===== src/rtl/apb_mem_slave.sv =====
// APB completer: 32 x 32-bit register memory with byte strobes, programmable
// wait states, a read-only ID word at address 0 and a privileged upper region.
module apb_mem_slave #(
    parameter int          WAIT_CYCLES = 1,
    parameter logic [4:0]  PROT_BASE   = 5'd24,
    parameter logic [31:0] ID_VALUE    = 32'hA9B0_0001
) (
    input  logic        clk,
    input  logic        prst,
    input  logic        psel,
    input  logic        penable,
    input  logic        pwrite,
    input  logic [4:0]  addr,
    input  logic [2:0]  prot,
    input  logic [3:0]  pstrb,
    input  logic [31:0] pwdata,
    output logic        pready,
    output logic        pslverr,
    output logic [31:0] prdata
);

    typedef enum logic {IDLE, ACCESS} state_t;

    state_t      state, state_next;
    logic [3:0]  cnt, cnt_next;
    logic        capture;
    logic        commit;

    logic [4:0]  req_addr;
    logic        req_write;
    logic [31:0] req_wdata;
    logic [3:0]  req_strb;
    logic [2:0]  req_prot;

    // Word 0 is never written; it exists only to keep the index range simple.
    logic [31:0] mem [32];

    logic done;
    logic err;
    logic unused_prot;

    assign done = (state == ACCESS) && (cnt == 4'd0);
    assign err  = req_write &&
                  ((req_addr == 5'd0) || ((req_addr >= PROT_BASE) && !req_prot[0]));
    assign unused_prot = ^req_prot[2:1];

    // NOTE: every output of a combinational block gets a default first, so no
    // path through the case statement can leave a latch behind.
    always_comb begin
        state_next = state;
        cnt_next   = cnt;
        capture    = 1'b0;
        commit     = 1'b0;
        case (state)
            IDLE: begin
                if (psel && !penable) begin
                    capture    = 1'b1;
                    cnt_next   = 4'(WAIT_CYCLES);
                    state_next = ACCESS;
                end
            end
            ACCESS: begin
                if (!psel) begin
                    state_next = IDLE;
                    cnt_next   = 4'd0;
                end else if (penable) begin
                    if (cnt != 4'd0) begin
                        cnt_next = cnt - 4'd1;
                    end else begin
                        state_next = IDLE;
                        commit     = req_write && !err;
                    end
                end
            end
            default: state_next = IDLE;
        endcase
    end

    // NOTE: state is updated only with non-blocking assignments so every
    // register samples pre-edge values, independent of block ordering.
    always_ff @(posedge clk) begin
        if (prst) begin
            state     <= IDLE;
            cnt       <= 4'd0;
            req_addr  <= 5'd0;
            req_write <= 1'b0;
            req_wdata <= 32'd0;
            req_strb  <= 4'd0;
            req_prot  <= 3'd0;
        end else begin
            state <= state_next;
            cnt   <= cnt_next;
            if (capture) begin
                req_addr  <= addr;
                req_write <= pwrite;
                req_wdata <= pwdata;
                req_strb  <= pstrb;
                req_prot  <= prot;
            end
        end
    end

    // NOTE: the memory is cleared by reset because software expects zeroed
    // registers after reset; this keeps it as flops rather than a RAM macro.
    always_ff @(posedge clk) begin
        if (prst) begin
            for (int i = 0; i < 32; i++) mem[i] <= 32'd0;
        end else if (commit) begin
            for (int b = 0; b < 4; b++) begin
                if (req_strb[b]) mem[req_addr][8*b +: 8] <= req_wdata[8*b +: 8];
            end
        end
    end

    // Responses depend only on registered state, never on the live bus.
    assign pready  = done;
    assign pslverr = done && err;
    assign prdata  = (done && !req_write)
                   ? ((req_addr == 5'd0) ? ID_VALUE : mem[req_addr])
                   : 32'd0;

endmodule


===== config.mk =====
export PLATFORM = sky130hd
export DESIGN_NAME = apb_mem_slave
export DESIGN_NICKNAME = d
export VERILOG_FILES = /design/src/rtl/apb_mem_slave.sv
export SDC_FILE = /design/constraint.sdc
export NUM_CORES = 1
export LEC_CHECK = 0
export CELL_PAD_IN_SITES_DETAIL_PLACEMENT = 1
export CELL_PAD_IN_SITES_GLOBAL_PLACEMENT = 2
export CORE_MARGIN = 2
export CORE_UTILIZATION = 50
export DETAILED_ROUTE_END_ITERATION = 10
export GPL_TIMING_DRIVEN = 1
export PLACE_DENSITY = 0.86
export SYNTH_ARGS = -nofsm -noshare
export SYNTH_HDL_FRONTEND = slang
export SYNTH_SLANG_ARGS = --single-unit

===== constraint.sdc =====
create_clock -name clk -period 3.7 [get_ports clk]
set_clock_uncertainty 0.2 [all_clocks]
set_input_delay 0.37 -clock clk [delete_from_list [all_inputs] [get_ports clk]]
set_output_delay 0.37 -clock clk [all_outputs]
set_load 0.02 [all_outputs]

### Word level (Yosys, flattened, before mapping)

Memory sizes are Yosys's and may differ from the RTL's. A register that Yosys moved wholly into a read port is not among the register bits.
Index checks and enable logic that the tools add are counted.

| cells by class | value |
|---|---|
| bitwise operators | 1 |
| muxes and demuxes | 40 |
| equality and inequality tests | 3 |
| reductions and logical operators | 17 |
| add/subtract/negate cells | 1 |
| order comparisons | 1 |

Operator list:

| kind | count |
|---|---|
| 32-bit 2-to-1 mux | 3 |
| 32-bit OR reduction | 1 |
| 1-bit 2-to-1 mux | 27 |
| 4-bit 2-to-1 mux | 5 |
| 5-bit 2-to-1 mux | 3 |
| 4-bit case mux with 2 select lines | 1 |
| 1-bit logical AND | 7 |
| 5-bit greater-or-equal comparator, second input constant | 1 |
| 5-bit logical NOT | 1 |
| 1-bit logical NOT | 4 |
| 4-bit logical NOT | 1 |
| 4-bit nonzero test | 1 |
| 4-bit by 1-bit subtractor with 4-bit output, second input constant | 1 |
| 3-bit by 2-bit != test with 1-bit output, second input constant | 1 |
| 3-bit != test, second input constant | 1 |
| 3-bit AND reduction | 1 |
| 2-bit != test, second input constant | 1 |
| 1-bit case mux with 2 select lines | 1 |
| 1-bit logical OR | 1 |
| 1-bit NOT | 1 |

| storage, ports and cells | value |
|---|---|
| memories kept | 1 |
| bits in registers | 48 |
| word-level logic and storage cells | 71 |
| output and inout port bits | 34 |
| memory bits (writable) | 1,024 |

Memories:

| name | words | bits a word | read ports | clocked after memory_dff | wr ports | line | text |
|---|---|---|---|---|---|---|---|
| mem | 32 | 32 | 1 | 1 | 32 | 36 | `logic [31:0] mem [32];` |

### Logic depth before layout (Yosys ltp)

Gate-level depths: netlist of run 1.

| logic depth | value |
|---|---|
| depth in word-level cells | 15 |
| gate-level depth with buffers | 9 |
| depth with buffers taken out | 7 |

### Least setup slack after synthesis of run 1

Ideal clock, no wire load.

| timing path | value |
|---|---|
| path type | register to output |
| start point | register cnt[0] |
| end point | output prdata[0] |
| slack | 1.098 ns |
| cell stages (with the launch flop) | 8 |
| path buffers | 0 |
| arrival | 2.032 ns |
| required time | 3.130 ns |
| cell sequence | dfxtp_1 -> inv_1 -> ha_1 -> nand4bb_4 -> nor3_1 -> o21ai_0 -> o211a_1 -> a221oi_1 |

| on the way | value |
|---|---|
| longest elaborated chain between the ends | 4 |

RTL lines:

| item | line | text |
|---|---|---|
| start, declared | 25 | `logic [3:0] cnt, cnt_next;` |
| start signal, assigned | 92 | `cnt <= cnt_next;` |
| 4-bit logical NOT | 42 | `assign done = (state == ACCESS) && (cnt == 4'd0);` |
| 1-bit logical AND | 42 |  |
| 1-bit logical AND | 118 | `assign prdata = (done && !req_write)` |
| 32-bit 2-to-1 mux | 119 | `? ((req_addr == 5'd0) ? ID_VALUE : mem[req_addr])` |
| end, declared | 19 | `output logic [31:0] prdata` |

No other way between the ends.

==> flow_summary_export.csv, run 1 <==
group,metric,value,unit
detailed_routing,viasPerCell,6.081,
detailed_routing,post_drt_wl_per_cell,30.47,um
global_route,grt_util_met2,48.28,%
worst_setup_path,reg2reg_slack,370,ps
yosys,synth_edf_count,1024,
cells_and_area,final_layout_size_suffix_gt1_share,22.68,%
timing,timing.setup.tns,0,ps
placed_design,dp_cells,4622,
placed_design,placed_area,52520,sq um
timing,final_max_slew_viol_count,0,
clock_tree,h-tree-depth,3,
timing,hold_viol_final,0,
worst_setup_path,crit_arrival,3120,ps
pwr,pwr-share-clk,42.4,%
cells_and_area,finalNonFillerCells,4872,
yosys,synthTopCellsByArea,"edfxtp_1 (62%), mux4_2 (11%), and2_1 (10%), and3_1 (2.1%), dfxtp_1 (2.1%)",
die,die_h,319.7,um
clock_tree,cts_made_buffers,113,
detailed_routing,wl,148500,um
pwr,powerDensity,477.7,nW/um^2
worst_setup_path,path_max_fanout,11,
clock_tree,cts_root_buf,"clkbuf_16",
yosys,synth_top_area_share,61.69,%
yosys,yosys-top-cells-count,"edfxtp_1 (1024), and2_1 (835), mux4_2 (235), clkbuf_1 (178), and3_1 (171)",
placed_design,io_buffers,80,
global_route,grt_usage,29.38,%
global_route,grt.busiest_layer,"met2",
worst_setup_path,cp.required,3130,ps
pwr,seqPwrFrac,51.4,%
placed_design,dp_slack,137.6,ps
yosys,synth_cells,3347,
die,core-area,98560,sq um
cells_and_area,layout.nets,3540,
yosys,synth_most_common_cell,"edfxtp_1",
pwr,switching_share,22.53,%
yosys,syn-cell-area,49850,sq um
timing,period_minus_slack,3688,ps
pwr,p_leak,20.80,nW
detailed_routing,drc,0,
yosys,async_reset_ff_share,0,%
pwr,cellInternalPower,21.16,mW
timing,post-route-period-util,99.68,%
yosys,ys_seq_elements,1077,
yosys,yosys_warnings,0,
worst_setup_path,critical_path_class,"register to primary output",
die,row_count,115,
global_route,use_met1,39.72,%
timing,setup_slack,11.79,ps
timing,whs,37.81,ps
clock_tree,cts_buffer_depth,3,
clock_tree,path_clk_slew,60,ps
job,maxCapViolCount,0,
placed_design,dp_hpwl,97810,um
clock_tree,clk_latency,700,ps
yosys,synthFlopType,"edfxtp_1",
clock_tree,cts_tree,"built",
worst_setup_path,cp-end-kind,"primary output",
die,dieArea,102200,sq um
placed_design,gp_congestion,0.8297,
cells_and_area,area.growth.synth_to_final,14.71,%
clock_tree,cts.sinks,1077,
die,ioPinCount,83,
yosys,syn_area_per_cell,14.89,sq um
worst_hold_path,hold_path.class,"input pin to register",
status,status,"finished, final reports clean",
detailed_routing,drt_iter0_drc,3072,
die,die_x,319.7,um
timing,rsz0062_at_grt,"true",
die,initial_core_util,50.57,%
global_route,grt_pass1_vias,31810,
global_route,overflow,0,
detailed_routing,drtPass1Iterations,6,
detailed_routing,vias,29630,
worst_setup_path,worstSetupStartpointType,"register",
timing,tightestPinTransition,1350,ps
global_route,grtUsageMet3,4.680,%
global_route,antenna_found_initial,4,
timing,slew_headroom,9.853,%
timing,setup_viol_count_final,0,
pwr,switchingPower,6.156,mW
cells_and_area,fin_util,58.01,%
timing,fmax,271.1,MHz
pwr,power.total,27.32,mW
pwr,p_comb_share,6.3,%
yosys,synth_seq_area_share,63.82,%
yosys,yosysTopAreaCell,"edfxtp_1",
pwr,peakVddDrop,362.8,uV
global_route,grt_first_pass_wirelength,218700,um
yosys,ys_types,53,
detailed_routing,drtAntennaViolNets,0,
global_route,grt_max_degree,155,
cells_and_area,fin_area,57180,sq um
[sequential cells by signal, indices dropped and copies added, names as in the netlist, named ones only]
register	flops
mem	1024
cnt	4
req_wdata	32
state	1
req_write	1
req_addr	5
req_strb	4
req_prot	1
[critical path: stages (launching register included)]
cell,delay [ps]
dfxtp_4,400
buf_12,150
buf_16,180
buf_12,150
buf_4,170
mux4_2,530
a22oi_1,260
nand2_1,110
a22o_1,270
buf_4,200
[power groups by stage]
stage	clock, mW	combinational, mW	sequential (mW)
4_1_cts	11.6	1.67	14.0
5_1_grt	12.1	1.81	14.1
3_5_place_dp	0	1.56	14.3
3_3_place_gp	0	1.51	14.2
2_1_floorplan	0	1.04	14.0
6_report	11.6	1.72	14.0
[layer usage]
layer	part of all wire, %	vias up	wire length (um)
li1	-	12660	-
met1	40	15580	59750
met2	49	1168	72160
met3	7.6	225	11350
met4	3.5	2	5184
met5	0.010	-	15
[layout make-up]
| class | count | area, sq um |
|---|---|---|
| antenna | 1 | 2.502 |
| tap | 1287 | 1610 |
| multi-input combinational | 2016 | 17160 |
| inverter | 8 | 30.03 |
| sequential | 1077 | 31820 |
| fill | 8925 | 41380 |
| timing repair buffer | 274 | 2860 |
| clock inverter | 64 | 704.4 |
| clock buffer | 145 | 2990 |
[worst paths after layout]
kind,endpoint,start,depth (start not counted)
min,req_wdata[8]$_SDFFE_PP0P_,pwdata[8],3
max reg2reg,mem[27][9]$_SDFFCE_PN0P_,cnt[0]$_SDFFE_PP0P_,10
min reg2reg,req_prot[0]$_SDFFE_PP0P_,req_prot[0]$_SDFFE_PP0P_,2
max,prdata[26],register,9
[what timing repair did]
action                     4_1_cts  5_1_grt
gates resized for setup         77       34
setup endpoints to repair       32       24
pin swaps                        3        5
hold endpoints to repair         5        0
hold buffers                     2        0
buffers inserted                16       18
cloned                           5        0
[cells by family after synthesis]
logic type | share of synthesized area, %
adders and majority gates | 0.02510
other | 0.007523
AOI/OAI and AO/OA | 3.557
and+or+nand+nor | 18.11
DFF | 63.82
muxes | 11.72
buffers and inverters | 2.769
[cell usage in the layout, fill, tap and decap left out, types with 12 or more instances in the layout]
cell / synthesis / layout
nor2_1: 30 / 29
clkbuf_16: 0 / 115
or2_2: 31 / 31
and2_1: 835 / 835
bufinv_16: 0 / 15
nor2_4: 80 / 81
and3_1: 171 / 169
conb_1: 1 / 32
buf_12: 7 / 30
a22oi_2: 0 / 41
dlygate4sd2_1: 0 / 14
or2_1: 73 / 73
dfxtp_1: 53 / 49
clkbuf_1: 178 / 30
mux2i_1: 47 / 45
nand2_1: 170 / 169
mux4_2: 235 / 235
buf_4: 13 / 161
o21ai_0: 13 / 12
a22o_1: 27 / 19
a22oi_1: 102 / 61
a21o_1: 21 / 21
clkinv_1: 0 / 18
edfxtp_1: 1024 / 1024
a21oi_1: 51 / 51
clkinv_2: 0 / 21
clkdlybuf4s50_1: 0 / 47
(Power assumes the default switching activity.)
==> inputs of run 2 (changes only) <==
--- a/config.mk
+++ b/config.mk
@@ -12,6 +12,7 @@
 export DETAILED_ROUTE_END_ITERATION = 10
 export GPL_TIMING_DRIVEN = 1
 export PLACE_DENSITY = 0.86
+export SETUP_SLACK_MARGIN = 0.3
 export SYNTH_ARGS = -nofsm -noshare
 export SYNTH_HDL_FRONTEND = slang
 export SYNTH_SLANG_ARGS = --single-unit
==> run 2 against run 1 <==
Effect of this change: sequential power is essentially flat; critical endpoint is now prdata[12]; flip-flop and latch count did not move; highest routed layer is now met4; clock power about the same.
==> flow_summary_export.csv, run 2 (synthesized netlist as in run 1, its figures left out) <==
group,metric,value,unit
status,status,"finished, final reports clean",
worst_setup_path,reg2reg_slack,400,ps
die,row_count,115,
timing,hold_viol_final,0,
timing,post-route-period-util,97.42,%
clock_tree,cts_buffer_depth,3,
job,maxCapViolCount,0,
placed_design,io_buffers,80,
timing,slew_headroom,8.376,%
die,initial_core_util,50.57,%
clock_tree,cts_tree,"built",
cells_and_area,area.growth.synth_to_final,16.55,%
pwr,p_leak,21.08,nW
detailed_routing,drtAntennaViolNets,0,
die,die_x,319.7,um
detailed_routing,viasPerCell,6.127,
cells_and_area,largest_reg_flops,1024,
worst_hold_path,min_to,"req_wdata[10]$_SDFFE_PP0P_",
timing,fmax,277.4,MHz
clock_tree,cts.sinks,1077,
global_route,grt_first_pass_wirelength,223000,um
timing,setup_slack,95.44,ps
global_route,antenna_found_initial,1,
worst_hold_path,hold_path.class,"input pin to register",
die,die_h,319.7,um
die,dieArea,102200,sq um
worst_setup_path,critical_path_class,"register to primary output",
worst_hold_path,min_from,"pwdata[10]",
cells_and_area,nFillCells,8872,
worst_setup_path,worstSetupStartpointType,"register",
worst_setup_path,cp-end-kind,"primary output",
detailed_routing,drtPass1Iterations,6,
clock_tree,path_clk_slew,60,ps
clock_tree,cts_root_buf,"clkbuf_16",
worst_setup_path,slowest_stage,"mux4_2",
clock_tree,h-tree-depth,3,
worst_setup_path,cp.required,3130,ps
worst_setup_path,r2r_end,"mem[26][15]$_SDFFCE_PN0P_",
die,core-area,98560,sq um
cells_and_area,seqCellArea,31830,sq um
global_route,grt_pass1_vias,32110,
global_route,overflow,0,
cells_and_area,final_common_cell,"edfxtp_1",
cells_and_area,final_layout_size_suffix_gt1_share,25.83,%
cells_and_area,layout.nets,3560,
worst_setup_path,ff2ff_path_depth,11,
detailed_routing,vias,29980,
worst_setup_path,rr_startpoint,"cnt[1]$_SDFFE_PP0P_",
timing,whs,35.76,ps
timing,rsz0062_at_grt,"true",
timing,timing.setup.tns,0,ps
cells_and_area,largest-register,"mem",
pwr,peakVddDrop,363.4,uV
die,ioPinCount,83,
global_route,grt_max_degree,155,
worst_setup_path,crit_arrival,3030,ps
timing,tightestPinTransition,1372,ps
placed_design,dp_hpwl,97810,um
cells_and_area,final_cell_mix,"edfxtp_1 (1024), and2_1 (835), mux4_2 (235)",
placed_design,gp_congestion,0.8297,
cells_and_area,reg_top3,"mem: 1024 flops, req_wdata: 32 flops, req_addr: 5 flops",
worst_setup_path,max_stage_delay,510,ps
global_route,grt_usage,30.03,%
timing,setup_viol_count_final,0,
worst_setup_path,path_cells,"buf_12 > buf_16 > buf_12 > buf_16 > mux4_2 > a22oi_2 > nand2_1 > a22o_4 > buf_4",
clock_tree,clk_latency,710,ps
placed_design,dp_slack,137.6,ps
clock_tree,cts_made_buffers,113,
detailed_routing,post_drt_wl_per_cell,30.96,um
worst_setup_path,path_max_fanout,8,
timing,period_minus_slack,3605,ps
worst_hold_path,worstHoldPathCells,3,
detailed_routing,drt_iter0_drc,3384,
cells_and_area,multi_input_area,17560,sq um
detailed_routing,drc,0,
pwr,powerDensity,472.2,nW/um^2
detailed_routing,wl,151500,um
timing,final_max_slew_viol_count,0,
[run 2: cell count changes in the layout (fill, tap and decap cells not counted), sizes merged]
cell | previous run | this run
buf | 207 | 228
dlygate4sd2 | 14 | 1
clkdlybuf4s15 | 2 | 10
bufbuf | 2 | 4
clkbuf | 145 | 147
clkdlybuf4s50 | 47 | 46
diode | 1 | 2
dlymetal6s2s | 0 | 1
[run 2: worst max path at each step]
stage	from	endpoint
6_report	register	prdata[12]
5_1_grt	register	prdata[12]
4_1_cts	register	prdata[17]
3_5_place_dp	register	prdata[1]
3_3_place_gp	register	prdata[1]
2_1_floorplan	cnt[0]$_SDFFE_PP0P_	prdata[0]
[run 2: power by group]
group	leakage (nW)	internal [mW]	switching (mW)
Sequential	11.0	13.7	0.307
Combinational	8.27	0.778	1.06
Clock	1.80	6.73	4.83
[run 2: final cells by class]
class                           count  share of cell area, %
Sequential cell                  1077                  54.78
Clock inverter                     64                  1.212
Tap cell                         1287                  2.772
Timing Repair Buffer              294                  5.806
Clock buffer                      145                  5.147
Inverter                            8                0.05169
Antenna cell                        2               0.008614
Multi-Input combinational cell   2016                  30.22
[run 2: per-stage QoR]
step	cells	power, mW	utilization [%]	instance area [sq um]
after floorplan	3378	15.09	-	49960
after global placement	4622	15.76	53.28	52520
after detailed placement	4622	15.85	53.28	52520
after CTS	4883	27.46	58.57	57730
after global routing	4891	28.09	58.94	58090
final	4893	27.43	58.95	58100
[run 2: worst max-delay path, delay by kind of cell, from the launching register on]
kind	cells	cell delay (ps)
buffers and inverters	5	770
multiplexers	1	510
AND/OR/NAND/NOR	1	110
flip-flops	1	390
AO/OA/AOI/OAI	2	510
[run 2: layer usage]
layer / routed length (um) / GRT usage [%] / vias up / share of wire, %
met1: 60730 / 40.22 / 15780 / 40
li1: - / - / 12700 / -
met3: 11320 / 4.705 / 253 / 7.5
met4: 6174 / 12.74 / 0 / 4.1
met5: 0 / 0.09456 / - / 0
met2: 73290 / 49.08 / 1242 / 48
[run 2: timing repair]
item / CTS / global route
gates cloned: 12 / 1
hold buffers: 2 / 0
endpoints found under the setup margin: 32 / 198
hold endpoints to repair: 5 / 0
buffers inserted: 38 / 7
resized for setup: 212 / 74
pin swaps: 51 / 28
